$ cat config.mk
export PLATFORM = sky130hd
export DESIGN_NAME = ram_bus_arbiter_flat
export DESIGN_NICKNAME = d
export VERILOG_FILES = /design/src/rtl/ram_bus_arbiter_if.sv /design/src/rtl/ram_bus_arbiter.sv /design/src/flat_wrapper.sv
export SDC_FILE = /design/constraint.sdc
export NUM_CORES = 1
export LEC_CHECK = 0
export CORE_AREA = 2 2 101 103
export CTS_BUF_LIST = sky130_fd_sc_hd__clkbuf_4 sky130_fd_sc_hd__clkbuf_8
export DETAILED_ROUTE_END_ITERATION = 6
export DIE_AREA = 0 0 103 105
export GPL_ROUTABILITY_DRIVEN = 0
export PLACE_DENSITY = 0.68
export SETUP_SLACK_MARGIN = 0.15
export SLEW_MARGIN = 5
export SYNTH_ARGS = -nofsm -noshare
export SYNTH_HDL_FRONTEND = slang
export SYNTH_SLANG_ARGS = --single-unit
$ cat constraint.sdc
create_clock -name clk -period 1.35 [get_ports clk]
set_input_delay 0.2025 -clock clk [delete_from_list [all_inputs] [get_ports clk]]
set_output_delay 0.2025 -clock clk [all_outputs]
set_load 0.05 [all_outputs]
$ cat src/rtl/ram_bus_arbiter_if.sv
// RAM bus bundle: CPU, flash-loader and diagnostics request ports plus the shared RAM port.
// The arbiter uses the master modport; request sources and the RAM model use slave.
interface ram_bus_arbiter_if #(
    parameter int ADDR_W = 16,
    parameter int DATA_W = 8
);
    logic [ADDR_W-1:0] cpu_addr;
    logic [DATA_W-1:0] cpu_din;
    logic              cpu_cs;
    logic              cpu_we;
    logic [ADDR_W-1:0] fl_addr;
    logic [DATA_W-1:0] fl_din;
    logic              fl_cs;
    logic              fl_we;
    logic [ADDR_W-1:0] dg_addr;
    logic [DATA_W-1:0] dg_din;
    logic              dg_cs;
    logic              dg_we;
    logic [ADDR_W-1:0] ram_addr;
    logic [DATA_W-1:0] ram_din;
    logic              ram_cs;
    logic              ram_we;

    modport master (
        input  cpu_addr, cpu_din, cpu_cs, cpu_we,
        input  fl_addr, fl_din, fl_cs, fl_we,
        input  dg_addr, dg_din, dg_cs, dg_we,
        output ram_addr, ram_din, ram_cs, ram_we
    );

    modport slave (
        output cpu_addr, cpu_din, cpu_cs, cpu_we,
        output fl_addr, fl_din, fl_cs, fl_we,
        output dg_addr, dg_din, dg_cs, dg_we,
        input  ram_addr, ram_din, ram_cs, ram_we
    );
endinterface

$ cat src/rtl/ram_bus_arbiter.sv
// RAM ownership arbiter (flash loader / CPU / diagnostics) with phi2-aligned CPU halt handshake.
// Optional mirrored write-window decode is built when RAM_BUS_ARBITER_WINDOW_EN is defined.
module ram_bus_arbiter #(
    parameter int ADDR_W    = 16,
    parameter int DATA_W    = 8,
    parameter int NUM_WIN   = 4,
    parameter int TIMEOUT_W = 12
) (
    input  logic                      clk,
    input  logic                      rst,
    input  logic                      load_done,
    input  logic                      halt_req,
    input  logic                      phi2,
    input  logic                      rwbar,
    ram_bus_arbiter_if.master         bus,
    input  logic [NUM_WIN*ADDR_W-1:0] win_start,
    input  logic [NUM_WIN*ADDR_W-1:0] win_end,
    output logic                      rdy,
    output logic                      halt_ack,
    output logic                      halt_err,
    output logic [1:0]                owner,
    output logic [NUM_WIN-1:0]        win_we,
    output logic [ADDR_W-1:0]         win_off
);
    // state     | meaning
    // LOAD      | flash loader owns RAM, CPU held off
    // RUN       | CPU owns RAM
    // HALT_WAIT | RDY low, CPU keeps RAM until a full read-only phi2 phase ends
    // HALTED    | diagnostics owns RAM
    // RESUME    | one clk handback to CPU before RUN
    typedef enum logic [2:0] {S_LOAD, S_RUN, S_HALT_WAIT, S_HALTED, S_RESUME} state_t;

    localparam logic [1:0] OWN_FLASH = 2'd0;
    localparam logic [1:0] OWN_CPU   = 2'd1;
    localparam logic [1:0] OWN_DIAG  = 2'd2;

    state_t               state, state_nxt;
    logic [TIMEOUT_W-1:0] tmr, tmr_nxt, tmr_inc;
    logic                 err_set, rdy_nxt, halt_ack_nxt;
    logic [1:0]           owner_nxt;
    logic                 phi2_s1, phi2_s2, phi2_d, rwbar_s1, rwbar_s2, rw_ok, phi2f;

    // rwbar shares the phi2 synchroniser delay so both are sampled on the same clk.
    always_ff @(posedge clk or posedge rst) begin
        if (rst) begin
            phi2_s1  <= 1'b0;
            phi2_s2  <= 1'b0;
            phi2_d   <= 1'b0;
            rwbar_s1 <= 1'b0;
            rwbar_s2 <= 1'b0;
            rw_ok    <= 1'b0;
        end else begin
            phi2_s1  <= phi2;
            phi2_s2  <= phi2_s1;
            phi2_d   <= phi2_s2;
            rwbar_s1 <= rwbar;
            rwbar_s2 <= rwbar_s1;
            if (phi2_s2)
                rw_ok <= phi2_d ? (rw_ok & rwbar_s2) : rwbar_s2;
        end
    end

    assign phi2f   = phi2_d & ~phi2_s2;
    assign tmr_inc = tmr + TIMEOUT_W'(1);

    always_ff @(posedge clk or posedge rst) begin
        if (rst) begin
            state    <= S_LOAD;
            tmr      <= '0;
            halt_err <= 1'b0;
            rdy      <= 1'b0;
            halt_ack <= 1'b0;
            owner    <= OWN_FLASH;
        end else begin
            state    <= state_nxt;
            tmr      <= tmr_nxt;
            halt_err <= halt_err | err_set;
            rdy      <= rdy_nxt;
            halt_ack <= halt_ack_nxt;
            owner    <= owner_nxt;
        end
    end

    always_comb begin
        state_nxt    = state;
        tmr_nxt      = '0;
        err_set      = 1'b0;
        rdy_nxt      = 1'b0;
        halt_ack_nxt = 1'b0;
        owner_nxt    = OWN_FLASH;
        case (state)
            S_LOAD:
                if (load_done) state_nxt = S_RUN;
            S_RUN:
                if (!load_done)    state_nxt = S_LOAD;
                else if (halt_req) state_nxt = S_HALT_WAIT;
            S_HALT_WAIT: begin
                tmr_nxt = tmr_inc;
                if (!load_done)          state_nxt = S_LOAD;
                else if (!halt_req)      state_nxt = S_RUN;
                else if (phi2f && rw_ok) state_nxt = S_HALTED;
                else if (&tmr_inc) begin
                    state_nxt = S_HALTED;
                    err_set   = 1'b1;
                end
            end
            S_HALTED:
                if (!load_done)     state_nxt = S_LOAD;
                else if (!halt_req) state_nxt = S_RESUME;
            S_RESUME:
                state_nxt = load_done ? S_RUN : S_LOAD;
            default:
                state_nxt = S_LOAD;
        endcase
        // Outputs are decoded from the next state so they are registered with it.
        case (state_nxt)
            S_RUN, S_RESUME: begin
                owner_nxt = OWN_CPU;
                rdy_nxt   = 1'b1;
            end
            S_HALT_WAIT: owner_nxt = OWN_CPU;
            S_HALTED: begin
                owner_nxt    = OWN_DIAG;
                halt_ack_nxt = 1'b1;
            end
            default: owner_nxt = OWN_FLASH;
        endcase
    end

    always_comb begin
        bus.ram_addr = bus.cpu_addr;
        bus.ram_din  = bus.cpu_din;
        bus.ram_cs   = bus.cpu_cs;
        bus.ram_we   = bus.cpu_we;
        case (owner)
            OWN_FLASH: begin
                bus.ram_addr = bus.fl_addr;
                bus.ram_din  = bus.fl_din;
                bus.ram_cs   = bus.fl_cs;
                bus.ram_we   = bus.fl_we;
            end
            OWN_DIAG: begin
                bus.ram_addr = bus.dg_addr;
                bus.ram_din  = bus.dg_din;
                bus.ram_cs   = bus.dg_cs;
                bus.ram_we   = bus.dg_we;
            end
            default: ;
        endcase
    end

`ifdef RAM_BUS_ARBITER_WINDOW_EN
    logic              win_found;
    logic [ADDR_W-1:0] w_lo, w_hi;

    // Lowest-index hit wins; an empty or inverted window can never satisfy lo <= a < hi.
    always_comb begin
        win_we    = '0;
        win_off   = '0;
        win_found = 1'b0;
        w_lo      = '0;
        w_hi      = '0;
        for (int k = 0; k < NUM_WIN; k++) begin
            w_lo = win_start[k*ADDR_W +: ADDR_W];
            w_hi = win_end[k*ADDR_W +: ADDR_W];
            if (!win_found && (bus.ram_addr >= w_lo) && (bus.ram_addr < w_hi)) begin
                win_found  = 1'b1;
                win_we[k]  = bus.ram_we & bus.ram_cs;
                win_off    = bus.ram_addr - w_lo;
            end
        end
    end
`else
    logic unused_win;
    assign unused_win = ^{win_start, win_end};
    assign win_we     = '0;
    assign win_off    = '0;
`endif
endmodule
$ cat src/flat_wrapper.sv
// flat-port wrapper written by rule: the top's interface ports become plain ports
module ram_bus_arbiter_flat 
#(
    parameter int ADDR_W    = 16,
    parameter int DATA_W    = 8,
    parameter int NUM_WIN   = 4,
    parameter int TIMEOUT_W = 12
)
  (clk, rst, load_done, halt_req, phi2, rwbar, win_start, win_end, rdy, halt_ack, halt_err, owner, win_we, win_off, bus_cpu_addr, bus_cpu_din, bus_cpu_cs, bus_cpu_we, bus_fl_addr, bus_fl_din, bus_fl_cs, bus_fl_we, bus_dg_addr, bus_dg_din, bus_dg_cs, bus_dg_we, bus_ram_addr, bus_ram_din, bus_ram_cs, bus_ram_we);
  ram_bus_arbiter_if #(.ADDR_W(ADDR_W), .DATA_W(DATA_W)) bus_i ();
  input  logic clk;
  input  logic rst;
  input  logic load_done;
  input  logic halt_req;
  input  logic phi2;
  input  logic rwbar;
  input  logic [NUM_WIN*ADDR_W-1:0] win_start;
  input  logic [NUM_WIN*ADDR_W-1:0] win_end;
  output logic rdy;
  output logic halt_ack;
  output logic halt_err;
  output logic [1:0] owner;
  output logic [NUM_WIN-1:0] win_we;
  output logic [ADDR_W-1:0] win_off;
  input wire logic [$bits(bus_i.cpu_addr)-1:0] bus_cpu_addr;
  input wire logic [$bits(bus_i.cpu_din)-1:0] bus_cpu_din;
  input wire logic [$bits(bus_i.cpu_cs)-1:0] bus_cpu_cs;
  input wire logic [$bits(bus_i.cpu_we)-1:0] bus_cpu_we;
  input wire logic [$bits(bus_i.fl_addr)-1:0] bus_fl_addr;
  input wire logic [$bits(bus_i.fl_din)-1:0] bus_fl_din;
  input wire logic [$bits(bus_i.fl_cs)-1:0] bus_fl_cs;
  input wire logic [$bits(bus_i.fl_we)-1:0] bus_fl_we;
  input wire logic [$bits(bus_i.dg_addr)-1:0] bus_dg_addr;
  input wire logic [$bits(bus_i.dg_din)-1:0] bus_dg_din;
  input wire logic [$bits(bus_i.dg_cs)-1:0] bus_dg_cs;
  input wire logic [$bits(bus_i.dg_we)-1:0] bus_dg_we;
  output wire logic [$bits(bus_i.ram_addr)-1:0] bus_ram_addr;
  output wire logic [$bits(bus_i.ram_din)-1:0] bus_ram_din;
  output wire logic [$bits(bus_i.ram_cs)-1:0] bus_ram_cs;
  output wire logic [$bits(bus_i.ram_we)-1:0] bus_ram_we;
  assign bus_i.cpu_addr = bus_cpu_addr;
  assign bus_i.cpu_din = bus_cpu_din;
  assign bus_i.cpu_cs = bus_cpu_cs;
  assign bus_i.cpu_we = bus_cpu_we;
  assign bus_i.fl_addr = bus_fl_addr;
  assign bus_i.fl_din = bus_fl_din;
  assign bus_i.fl_cs = bus_fl_cs;
  assign bus_i.fl_we = bus_fl_we;
  assign bus_i.dg_addr = bus_dg_addr;
  assign bus_i.dg_din = bus_dg_din;
  assign bus_i.dg_cs = bus_dg_cs;
  assign bus_i.dg_we = bus_dg_we;
  assign bus_ram_addr = bus_i.ram_addr;
  assign bus_ram_din = bus_i.ram_din;
  assign bus_ram_cs = bus_i.ram_cs;
  assign bus_ram_we = bus_i.ram_we;
  ram_bus_arbiter #(.ADDR_W(ADDR_W), .DATA_W(DATA_W), .NUM_WIN(NUM_WIN), .TIMEOUT_W(TIMEOUT_W)) u_core (.clk(clk), .rst(rst), .load_done(load_done), .halt_req(halt_req), .phi2(phi2), .rwbar(rwbar), .bus(bus_i), .win_start(win_start), .win_end(win_end), .rdy(rdy), .halt_ack(halt_ack), .halt_err(halt_err), .owner(owner), .win_we(win_we), .win_off(win_off));
endmodule
Yosys cells after proc, flatten, opt, wreduce, memory -nomap -nowiden
Index checks and enable logic that the tools add are counted.

word-level totals
  bits in registers = 26
  output and inout port bits = 51
  logic and storage cells = 57

cells by class
  add/sub/neg operators = 1
  eq/ne operators = 9
  multiplexer cells = 25
  bitwise logic cells = 4
  reductions and logical operators = 6

operators with widths
  cell                                                             number
  16-bit one-hot mux with 2 select lines                           1
  3-bit two-way mux                                                9
  8-bit one-hot mux with 2 select lines                            1
  3-bit one-hot mux with 5 select lines                            1
  12-bit by 1-bit adder with 12-bit output, second input constant  1
  3-bit by 2-bit == test with 1-bit output, second input constant  4
  12-bit two-way mux                                               1
  12-bit AND reduction                                             1
  1-bit two-way mux                                                9
  3-bit by 1-bit == test with 1-bit output, second input constant  2
  3-bit == test, second input constant                             2
  1-bit one-hot mux with 2 select lines                            2
  2-bit one-hot mux with 2 select lines                            1
  3-bit logical NOT                                                1
  3-bit OR reduction                                               1
  1-bit AND                                                        2
  2-bit == test, second input constant                             1
  2-bit logical NOT                                                1
  2-bit OR reduction                                               1
  1-bit logical AND                                                1
  1-bit inverter                                                   1
  1-bit OR                                                         1

Depth between registers and ports, before layout
Gate-level depths: netlist of run 1.

  depth in word-level cells = 10
  mapped depth = 6
  depth with buffers taken out = 6

Least setup slack after synthesis of run 1
OpenSTA, ideal clock, no wires.

  kind = register to output
  from = register u_core.owner[1]
  to = output port bus_ram_addr[0]
  data arrival time = 2,379 ps
  data required time = 1,148 ps
  path slack = -1,232 ps
  cell stages (with the launch flop) = 5
  path through = dfrtp_1 -> buf_2 -> buf_2 -> mux2i_1 -> o21ai_0

on the way
  cells in the longest elaborated chain, start to end = 2
  elaborated cells on any way between the ends = 3
  classes of those cells = eq/ne (1); mux (1); reduce/logical (1)

RTL lines
  item                                                       RTL line                source
  start: declaration                                         ram_bus_arbiter.sv:21   output logic [1:0] owner,
  start signal: assignment                                   ram_bus_arbiter.sv:80   owner <= owner_nxt;
  2-bit == test / 2-bit logical NOT (equally long branches)  ram_bus_arbiter.sv:135  case (owner)
  16-bit one-hot mux with 2 select lines *                   ram_bus_arbiter.sv:135
  end: declaration                                           flat_wrapper.sv:37      output wire logic [$bits(bus_i.ram_addr)-1:0] bus_ram_addr;

Mark *: on every way between the ends. The rest lies on a longest branch, timed or not.

Worst setup path after layout of run 1
  from = register u_core.owner[1]
  to = output port bus_ram_addr[7]

Same word-level chain as after synthesis.

==> results by stage, run 1 <==
Setup path:
- The data required time at the worst endpoint is 1.15 ns.
- Tracing the worst setup path back leads to its startpoint at u_core.owner[1].
- The worst register-to-register path ends at u_core.halt_err.
- The type of the worst setup path is register to output pin.
- The cell depth of the worst flop-to-flop path is 5.
- The maximum fanout along the worst path is 13.
- The last element of the critical path is bus_ram_addr[7].
- The type of element launching the critical path is a register.
- STA classifies the critical path endpoint as an output pin.
- The worst reg2reg path startpoint is u_core.tmr[0].
- STA puts the critical path data arrival time at 1.47 ns.
- The minimum setup slack among reg-to-reg paths is -0.20 ns.

Clock network:
- The clock insertion delay at the later pin of the skew report is 0.26 ns.
- The number of clock buffers inserted by TritonCTS is 3.
- The total of hold buffers inserted after clock tree synthesis is 0.
- The cell sitting at the root of the clock tree is a sky130_fd_sc_hd__clkbuf_8.
- The clock net in this run drives a total of 26 sinks.
- The TritonCTS clock tree is built.
- The clock transition at the register clock pins on the worst setup and hold paths after CTS is 0.09 ns.
- CTS built an H-tree with a depth of 1.
- The longest clock path from root to sink contains 2 buffers.

Power:
- The switching portion of total power is 37.9%.
- The net switching power is 1.10 mW.
- In this run, flip-flops and latches consume 28.5% of the power.
- The standby leakage power is 1.71 nW.
- Combinational logic is responsible for 55.7% of the overall power.
- IR analysis of the VDD net gives a maximum drop of 324 uV.
- The internal power is 1.81 mW.
- The part of the total power dissipated in the clock network is 15.7%.
- Power spread over the standard cell area amounts to 676 mW/mm2.

Synthesis:
- The Yosys warning count is 0.
- The count of different cell masters after synthesis is 33.
- The mean instance size in the synthesized netlist is 8.55 um2.
- The register area share after synthesis is 35.2%.
- Synthesis inferred 26 register bits.
- The post-synth design cell area is 0.00185 mm2.
- The number of instances in the synthesized netlist is 216.

Global routing:
- Entering global routing, the biggest net connects 29 pins.
- The overall global routing resource usage is 10.5%.
- The number of antenna violations at the first check in global routing is 0.
- The total overflow left after global routing is 0.
- The first-pass GRT wire length is 9300 um.
- The number of global-route vias before repair is 1,964.

Timing:
- The total of endpoints with negative setup slack in the final report is 38.
- The count of endpoints failing hold in the final timing report came to 0.
- Adding up every negative setup slack in the final design gives -9.28 ns.
- The final worst-path cycle share is 124%.
- The worst path in the final design needs a cycle of 1.68 ns, including I/O delays and setup.
- The post-route worst setup slack is -0.326 ns.
- Derived from the worst setup path, the maximum achievable clock frequency is 597 MHz.
- Across the routed clock network, the largest skew measured is 0.00283 ns.
- The number of max-slew violations in the final report is 0.
- Setup repair after global routing could not meet its margin everywhere.

Placement:
- The worst setup slack after placement is -0.165 ns.
- The count of buffers inserted at the top-level ports is 114.
- The sum of net half-perimeters after detailed placement is 4820 um.

Layout:
- Registers take 659 um2.
- In the final design database the tool counted 572 nets.
- The fraction of layout instances using a drive strength above 1 is 41.2%.
- From synthesis to final layout, the design area changed by 134%.
- The area taken by multi-input logic gates is 0.00161 mm2.
- The number of filler instances in the final layout is 866.
- The number of inserted diodes is 0.

Status:
- The run finished, with violations left.
- The final reports fail on negative setup slack.

Detailed routing:
- The per-cell via count in the routed design is 4.17.
- The average wire per standard cell is 14.2 um.
- For this block, the initial DRC count from the detailed router was 106.
- Once detail routing completed, the nets flagged for antenna violations numbered 0.
- The final layout contains routed wiring with a total length of 6970 um.
- The total via count in the routed design is 2,045.
- Before antenna repair, the detailed router went through 4 iterations.
- The count of unresolved DRC violations after routing is 0.

Run:
- The number of maximum-capacitance violations is 0.

Floorplan:
- The floorplan step defined a die boundary enclosing 0.0108 mm2.
- 263 I/O pins were placed.
- The die span in y is 105 um.
- The starting density of the core is 19.2%.
- The placeable core region is 0.00964 mm2.
- Row generation in the floorplan step produced 36 rows.
- The die is 103 um wide.

Hold path:
- The path type of the worst min-delay path is primary input to asynchronous set/reset pin.
-- timing repair --
| item | in CTS | in global routing |
|---|---|---|
| resized for setup | 20 | 38 |
| pin swaps | 19 | 15 |
| cloned | 0 | 2 |
| buffers inserted | 2 | 5 |
| setup endpoints to repair | 42 | 44 |
-- layout make-up --
type | instances | area share (%)
clock buffers | 4 | 1.13
multi-input cells | 174 | 37.2
flip-flops and latches | 26 | 15.3
well taps | 133 | 3.86
inverters | 3 | 0.261
repair buffers | 150 | 42.2
-- layout by cell type (no fill, tap or decap), types with 5 or more instances in the layout --
cell | Yosys | final
sky130_fd_sc_hd__dfrtp_1 | 26 | 21
sky130_fd_sc_hd__conb_1 | 1 | 20
sky130_fd_sc_hd__buf_4 | 20 | 26
sky130_fd_sc_hd__nand2_1 | 33 | 31
sky130_fd_sc_hd__buf_12 | 0 | 33
sky130_fd_sc_hd__mux2i_2 | 0 | 16
sky130_fd_sc_hd__buf_6 | 0 | 5
sky130_fd_sc_hd__nor2_1 | 18 | 17
sky130_fd_sc_hd__mux2i_4 | 0 | 6
sky130_fd_sc_hd__clkdlybuf4s50_1 | 0 | 83
sky130_fd_sc_hd__o21ai_4 | 0 | 26
sky130_fd_sc_hd__nand4_1 | 6 | 6
-- how the worst min path moves through the flow --
| stage | from | to | cells past startpoint |
|---|---|---|---|
| floorplan | phi2 | u_core.phi2_s1 | 0 |
| finish | rst | u_core.rwbar_s1 | 3 |
| detailed placement | u_core.rwbar_s1 | u_core.rwbar_s2 | 0 |
| global placement | u_core.rwbar_s1 | u_core.rwbar_s2 | 0 |
| global route | rst | u_core.rwbar_s1 | 3 |
| CTS | rst | u_core.phi2_s1 | 3 |
-- per-layer routing --
layer | global-route usage (%) | routed length [um] | vias up
met4 | 1.41 | 0 | 0
met5 | 0 | 0 | -
met2 | 19.3 | 3600 | 86
li1 | - | - | 987
met3 | 2.47 | 689 | 0
met1 | 12.3 | 2680 | 972
-- Yosys cell counts (all sizes together) --
cell,count,area [um2]
nand4,6,37.5
o21a,2,15.0
nor2,18,67.6
o21ai,30,150
xor2,6,52.6
clkbuf,8,30.0
conb,1,3.75
ha,2,25.0
o211ai,1,12.5
nor3,2,10.0
dfrtp,26,651
a31oi,2,12.5
or3b,2,17.5
nor2b,1,6.26
nand2,33,124
a21oi,8,43.8
o21bai,1,7.51
a21boi,1,7.51
nand4b,1,8.76
xnor2,3,26.3
nand3,3,27.5
and2,1,7.51
or3,2,15.0
buf,24,170
mux2i,26,260
o22a,1,8.76
inv,3,11.3
nor4,1,21.3
a41oi,1,16.3
-- state kept, by name (all words and copies together), names as in the netlist --
| signal | flops |
|---|---|
| u_core.halt_ack | 1 |
| u_core.halt_err | 1 |
| u_core.owner | 2 |
| u_core.phi2_d | 1 |
| u_core.phi2_s1 | 1 |
| u_core.phi2_s2 | 1 |
| u_core.rdy | 1 |
| u_core.rw_ok | 1 |
| u_core.rwbar_s1 | 1 |
| u_core.rwbar_s2 | 1 |
| u_core.state | 3 |
| u_core.tmr | 12 |
-- power groups by stage --
stage          Sequential [mW]  Combinational, mW  Clock (mW)
3_3_place_gp             0.843               1.54           0
4_1_cts                  0.829               1.57       0.479
5_1_grt                  0.838               1.69       0.528
2_1_floorplan            0.849              0.851           0
3_5_place_dp             0.844               1.55           0
6_report                 0.832               1.63       0.459
-- critical path, stage by stage (launching register included) --
cell                        delay (ns)
sky130_fd_sc_hd__dfrtp_2          0.46
sky130_fd_sc_hd__clkbuf_16        0.22
sky130_fd_sc_hd__mux2i_4          0.20
sky130_fd_sc_hd__o21ai_4          0.17
sky130_fd_sc_hd__buf_12           0.15
-- logic make-up (layout without fill, tap and decap cells) --
family | Yosys count | in the layout | share of synthesized area [%]
compound gates | 47 | 47 | 14.8
buf+inv | 35 | 157 | 11.4
flops | 26 | 26 | 35.2
xor+xnor | 9 | 9 | 4.27
fa+ha+maj | 2 | 2 | 1.35
simple gates | 70 | 70 | 18.6
mux | 26 | 26 | 14.1
other cells | 1 | 20 | 0.203
-- through the flow --
step	util [%]	cell area (um2)	total power, mW	instances	hold slack [ns]
2_1_floorplan	-	2280	1.70	235	0.234
3_3_place_gp	40.3	3880	2.38	477	0.333
3_5_place_dp	40.3	3880	2.39	477	0.337
4_1_cts	41.8	4030	2.88	483	0.254
5_1_grt	44.7	4310	3.06	490	0.269
6_report	44.7	4310	2.92	490	0.253
Power figures use the tool's default switching activity.
==> inputs of run 2 (changes only) <==
--- a/config.mk
+++ b/config.mk
@@ -5,12 +5,13 @@
 export SDC_FILE = /design/constraint.sdc
 export NUM_CORES = 1
 export LEC_CHECK = 0
+export ABC_AREA = 1
 export CORE_AREA = 2 2 101 103
 export CTS_BUF_LIST = sky130_fd_sc_hd__clkbuf_4 sky130_fd_sc_hd__clkbuf_8
 export DETAILED_ROUTE_END_ITERATION = 6
 export DIE_AREA = 0 0 103 105
 export GPL_ROUTABILITY_DRIVEN = 0
-export PLACE_DENSITY = 0.68
+export PLACE_DENSITY = 0.69
 export SETUP_SLACK_MARGIN = 0.15
 export SLEW_MARGIN = 5
 export SYNTH_ARGS = -nofsm -noshare
==> run 2 against run 1 <==
The flow still finishes with violations (negative setup slack). Critical path depth is 10 higher. Clock power is 43% higher. Total power is 94% higher. Largest cell class unchanged. Highest routed layer is now met4.
==> results by stage, run 2 <==
Hold path:
- The min-delay analysis places its worst path in the category primary input to asynchronous set/reset pin.

Layout:
- The top register by number of flip-flops is u_core.tmr.
- The growth of design area from synthesis to finish is 150%.
- The library cells used most frequently in the layout, excluding fill and tap cells, are 83 x sky130_fd_sc_hd__clkdlybuf4s50_1, 44 x sky130_fd_sc_hd__nand2_1, 38 x sky130_fd_sc_hd__buf_12, 37 x sky130_fd_sc_hd__buf_4, 26 x sky130_fd_sc_hd__nand2_4.
- The number of filler instances in the final layout is 905 (+4.5%).
- In the final layout, the registers with the most flip-flops are u_core.tmr (12), u_core.state (3), u_core.owner (2).
- The number of standard cells in the final layout excluding fillers is 568 (+16%).
- The number of inserted diodes came to 0 (unchanged).
- The fraction of layout instances using a drive strength above 1 is 44.8% (+3.7 points).
- The flip-flop count of the largest register after layout is 12 (unchanged).
- The most common cell after layout, fill and taps aside is sky130_fd_sc_hd__clkdlybuf4s50_1.
- The number of nets in the final layout is 650 (+14%).

Setup path:
- The number of buffers and inverters on the critical path is 0 (-2).
- The cell depth of the worst flop-to-flop path is 14 (+9).
- The maximum fanout along the worst path is 4 (-9).
- The maximum cell stage delay along the critical path is 0.43 ns (-0.03 ns).
- The type of element launching the critical path is a register.
- The worst reg2reg path startpoint is u_core.tmr[0].
- The library cell contributing the largest single delay on the critical path is sky130_fd_sc_hd__dfrtp_2.
- The worst setup path is captured at a register.
- Walking the worst path, the cells encountered are ha_4 -> nand3_4 -> nor2_4 -> nand2_1 -> nand2_2 -> nand2_1 -> nand2_2 -> nor2_2 -> nand2_1 -> nand2_1 -> nand2_2 -> nand2_2 -> nand2_2 -> nand2_1.
- The worst register-to-register path ends at u_core.rdy.
- The type of the worst setup path is register to register.
- The cell family contributing the most delay on the critical path is simple AND/OR/NAND/NOR gates.
- The signal arrival time at the worst endpoint was 1.92 ns (+0.45 ns).
- The data required time at the worst endpoint is 1.53 ns (+0.38 ns).
- The minimum setup slack among reg-to-reg paths is -0.39 ns (-0.19 ns).

Synthesis:
- The Yosys warning count is 0 (unchanged).
- The xor and xnor fraction of the mapped netlist area was 0.947% (-3.3 points).
- The top cell type's share of synthesized area is 35.2% (-0.071 points).
- The flip-flop and latch count after synthesis is 26 (unchanged).
- The most area-hungry cell type in the Yosys netlist is sky130_fd_sc_hd__dfrtp_1.
- The mean instance size in the synthesized netlist is 6.85 um2 (-20%).
- After synthesis, the cell types taking the most area are sky130_fd_sc_hd__dfrtp_1 35%, sky130_fd_sc_hd__nand2_1 16%, sky130_fd_sc_hd__nand3_1 13%.
- For this run, the leading register cell type out of synthesis is sky130_fd_sc_hd__dfrtp_1.
- The share of synthesized registers carrying an async set or reset is 100% (unchanged).
- The most numerous cell in the Yosys netlist is sky130_fd_sc_hd__nand2_1.
- The number of instances in the synthesized netlist is 270 (+25%).
- The number of enable flip-flop cells after synthesis came to 0 (unchanged).
- The post-synthesis compound-gate area fraction is 9.53% (-5.3 points).
- The proportion of synthesized area in mux cells came to 0% (-14 points).
- The adder and majority cell fraction of the synthesized area is 1.35% (-0.0027 points).
- The post-synth design cell area is 0.00185 mm2 (+0.20%).
- The share of synthesized cell area in and, or, nand and nor gates was 38.4% (+20 points).
- The count of different cell masters after synthesis came to 26 (-21%).
- The register area share after synthesis is 35.2% (-0.071 points).
- After synthesis, the largest family of logic cells by area is simple AND/OR/NAND/NOR gates.
- Sorting the synthesized cells by how often they occur yields 81 x sky130_fd_sc_hd__nand2_1, 48 x sky130_fd_sc_hd__nand3_1, 26 x sky130_fd_sc_hd__dfrtp_1.

Detailed routing:
- The number of iterations in the first detailed-routing pass is 4 (unchanged).
- The aggregate routed wire length was 7880 um (+13%).
- The total via count in the routed design is 2,444 (+20%).
- The average wire per standard cell is 13.9 um (-2.4%).
- The count of unresolved DRC violations after routing is 0 (unchanged).
- The per-cell via count in the routed design is 4.30 (+3.1%).
- The remaining antenna violation count is 0 (unchanged).
- The count of routing violations after the opening detailed-route iteration was 22 (-79%).

Global routing:
- The total grt overflow is 0 (unchanged).
- The number of antenna violations at the first check in global routing was 0 (unchanged).
- The maximum number of pins on one net before global-route repair is 27 (-6.9%).
- The number of global-route vias before repair is 2,451 (+25%).
- The overall global routing resource usage came to 13.4% (+3.0 points).
- The first-pass GRT wire length is 11,600 um (+25%).

Placement:
- The count of placed standard cells including taps came to 549 (+15%).
- The count of buffers inserted at the top-level ports is 114 (unchanged).
- The worst setup slack after placement was -0.421 ns (-0.255 ns).
- The sum of net half-perimeters after detailed placement came to 6110 um (+27%).

Floorplan:
- The number of primary I/O pins is 263 (unchanged).
- The starting density of the core is 19.2% (+0.039 points).
- The floorplan die width is 103 um (unchanged).
- The die area came to 0.0108 mm2 (unchanged).
- The number of core rows is 36 (unchanged).
- The placeable core region is 0.00964 mm2 (unchanged).
- The die span in y is 105 um (unchanged).

Timing:
- The number of max-slew violations in the final report is 0 (unchanged).
- Setup repair after global routing could not meet its margin everywhere.
- The achievable clock frequency is 574 MHz (-3.8%).
- The total of endpoints with negative setup slack in the final report is 34 (-11%).
- The count of endpoints failing hold in the final timing report was 0 (unchanged).
- The time the final worst path needs with I/O delays and setup is 1.74 ns (+0.0661 ns).
- The final worst-path cycle share is 129% (+4.9 points).
- The post-route worst setup slack is -0.392 ns (-0.0661 ns).
- The worst clock skew on the final layout is 0.00431 ns (+0.00147 ns).

Clock network:
- The clock sink count is 26 (unchanged).
- The tree is rooted in a sky130_fd_sc_hd__clkbuf_8.
- The number of clock buffers inserted by TritonCTS is 3 (unchanged).
- The clock tree buffer depth was 2 (unchanged).
- TritonCTS built the clock tree.
- The total number of H-tree levels was 1 (unchanged).
- The clock insertion delay at the later pin of the skew report came to 0.28 ns (+0.02 ns).
- The clock transition at the register clock pins on the worst setup and hold paths after CTS is 0.09 ns (about the same).

Status:
- The final reports fail on negative setup slack.
- The flow ran to the end, but the final reports show violations.

Power:
- The total power density per cell area is 1220 mW/mm2 (+81%).
- The worst supply voltage drop on vdd is 667 uV (+110%).
- The standby leakage power was 1.98 nW (+16%).

Run:
- The number of maximum-capacitance violations came to 0 (unchanged).
run 2: worst max path at each step:
stage	start	end	slack, ns	depth (start not counted)
finish	u_core.tmr[0]	u_core.rdy	-0.39	14
global route	u_core.tmr[0]	u_core.rdy	-0.53	14
CTS	u_core.owner[0]	bus_ram_din[4]	-0.36	5
detailed placement	u_core.tmr[0]	u_core.owner[0]	-0.42	12
global placement	u_core.tmr[0]	u_core.owner[0]	-0.27	12
floorplan	u_core.owner[0]	bus_ram_addr[14]	-0.25	5
run 2: layout make-up:
| type | count | area [um2] | share of cell area (%) |
|---|---|---|---|
| flip-flops and latches | 26 | 656 | 14.2 |
| multi-input cells | 212 | 1610 | 34.9 |
| repair buffers | 173 | 2040 | 44.1 |
| well taps | 133 | 166 | 3.60 |
| inverters | 20 | 77.6 | 1.68 |
| clock buffers | 3 | 41.3 | 0.893 |
| clock inverters | 1 | 30.0 | 0.650 |
run 2: cell families after synthesis:
family | after synthesis
AO/OA/AOI/OAI | 27
XOR/XNOR | 2
adder cells (fa/ha/maj) | 2
buffers and inverters | 51
flip-flops | 26
other | 1
AND/OR/NAND/NOR | 161
run 2: routing by layer:
| metal | up-vias | GRT usage (%) | part of all wire [%] |
|---|---|---|---|
| met5 | - | 0 | 0 |
| met4 | 0 | 2.44 | 0.99 |
| met3 | 9 | 3.14 | 10 |
| met2 | 105 | 26.3 | 54 |
| met1 | 1151 | 14.1 | 35 |
| li1 | 1179 | - | - |
run 2: tightest hold or removal path, delay by kind of cell:
family,cells,cell delay (ns)
buf+inv,3,0.76
run 2: what timing repair did:
item,4_1_cts,5_1_grt
resized for setup,39,23
pin swaps,19,19
hold buffers,0,0
gates cloned,0,0
hold endpoints to repair,0,0
setup endpoints to repair,40,42
buffers inserted,14,1
run 2: power breakdown:
group | internal, mW | leakage, nW | switching (mW)
clock network | 0.398 | 0.0357 | 0.258
registers | 0.824 | 0.339 | 0.0546
logic | 1.99 | 1.61 | 2.12
run 2: metrics by stage:
stage               TNS, ns  total power [mW]  hold slack [ns]  util, %  instance area [um2]
detailed placement    -2.49              4.79            0.340     43.7                 4220
global route         -13.44              5.87            0.319     48.0                 4620
floorplan             -4.54              3.01            0.234        -                 2460
finish               -10.99              5.65            0.272     48.0                 4620
CTS                  -10.41              5.64            0.283     46.9                 4530
global placement      -1.88              4.77            0.337     43.7                 4220
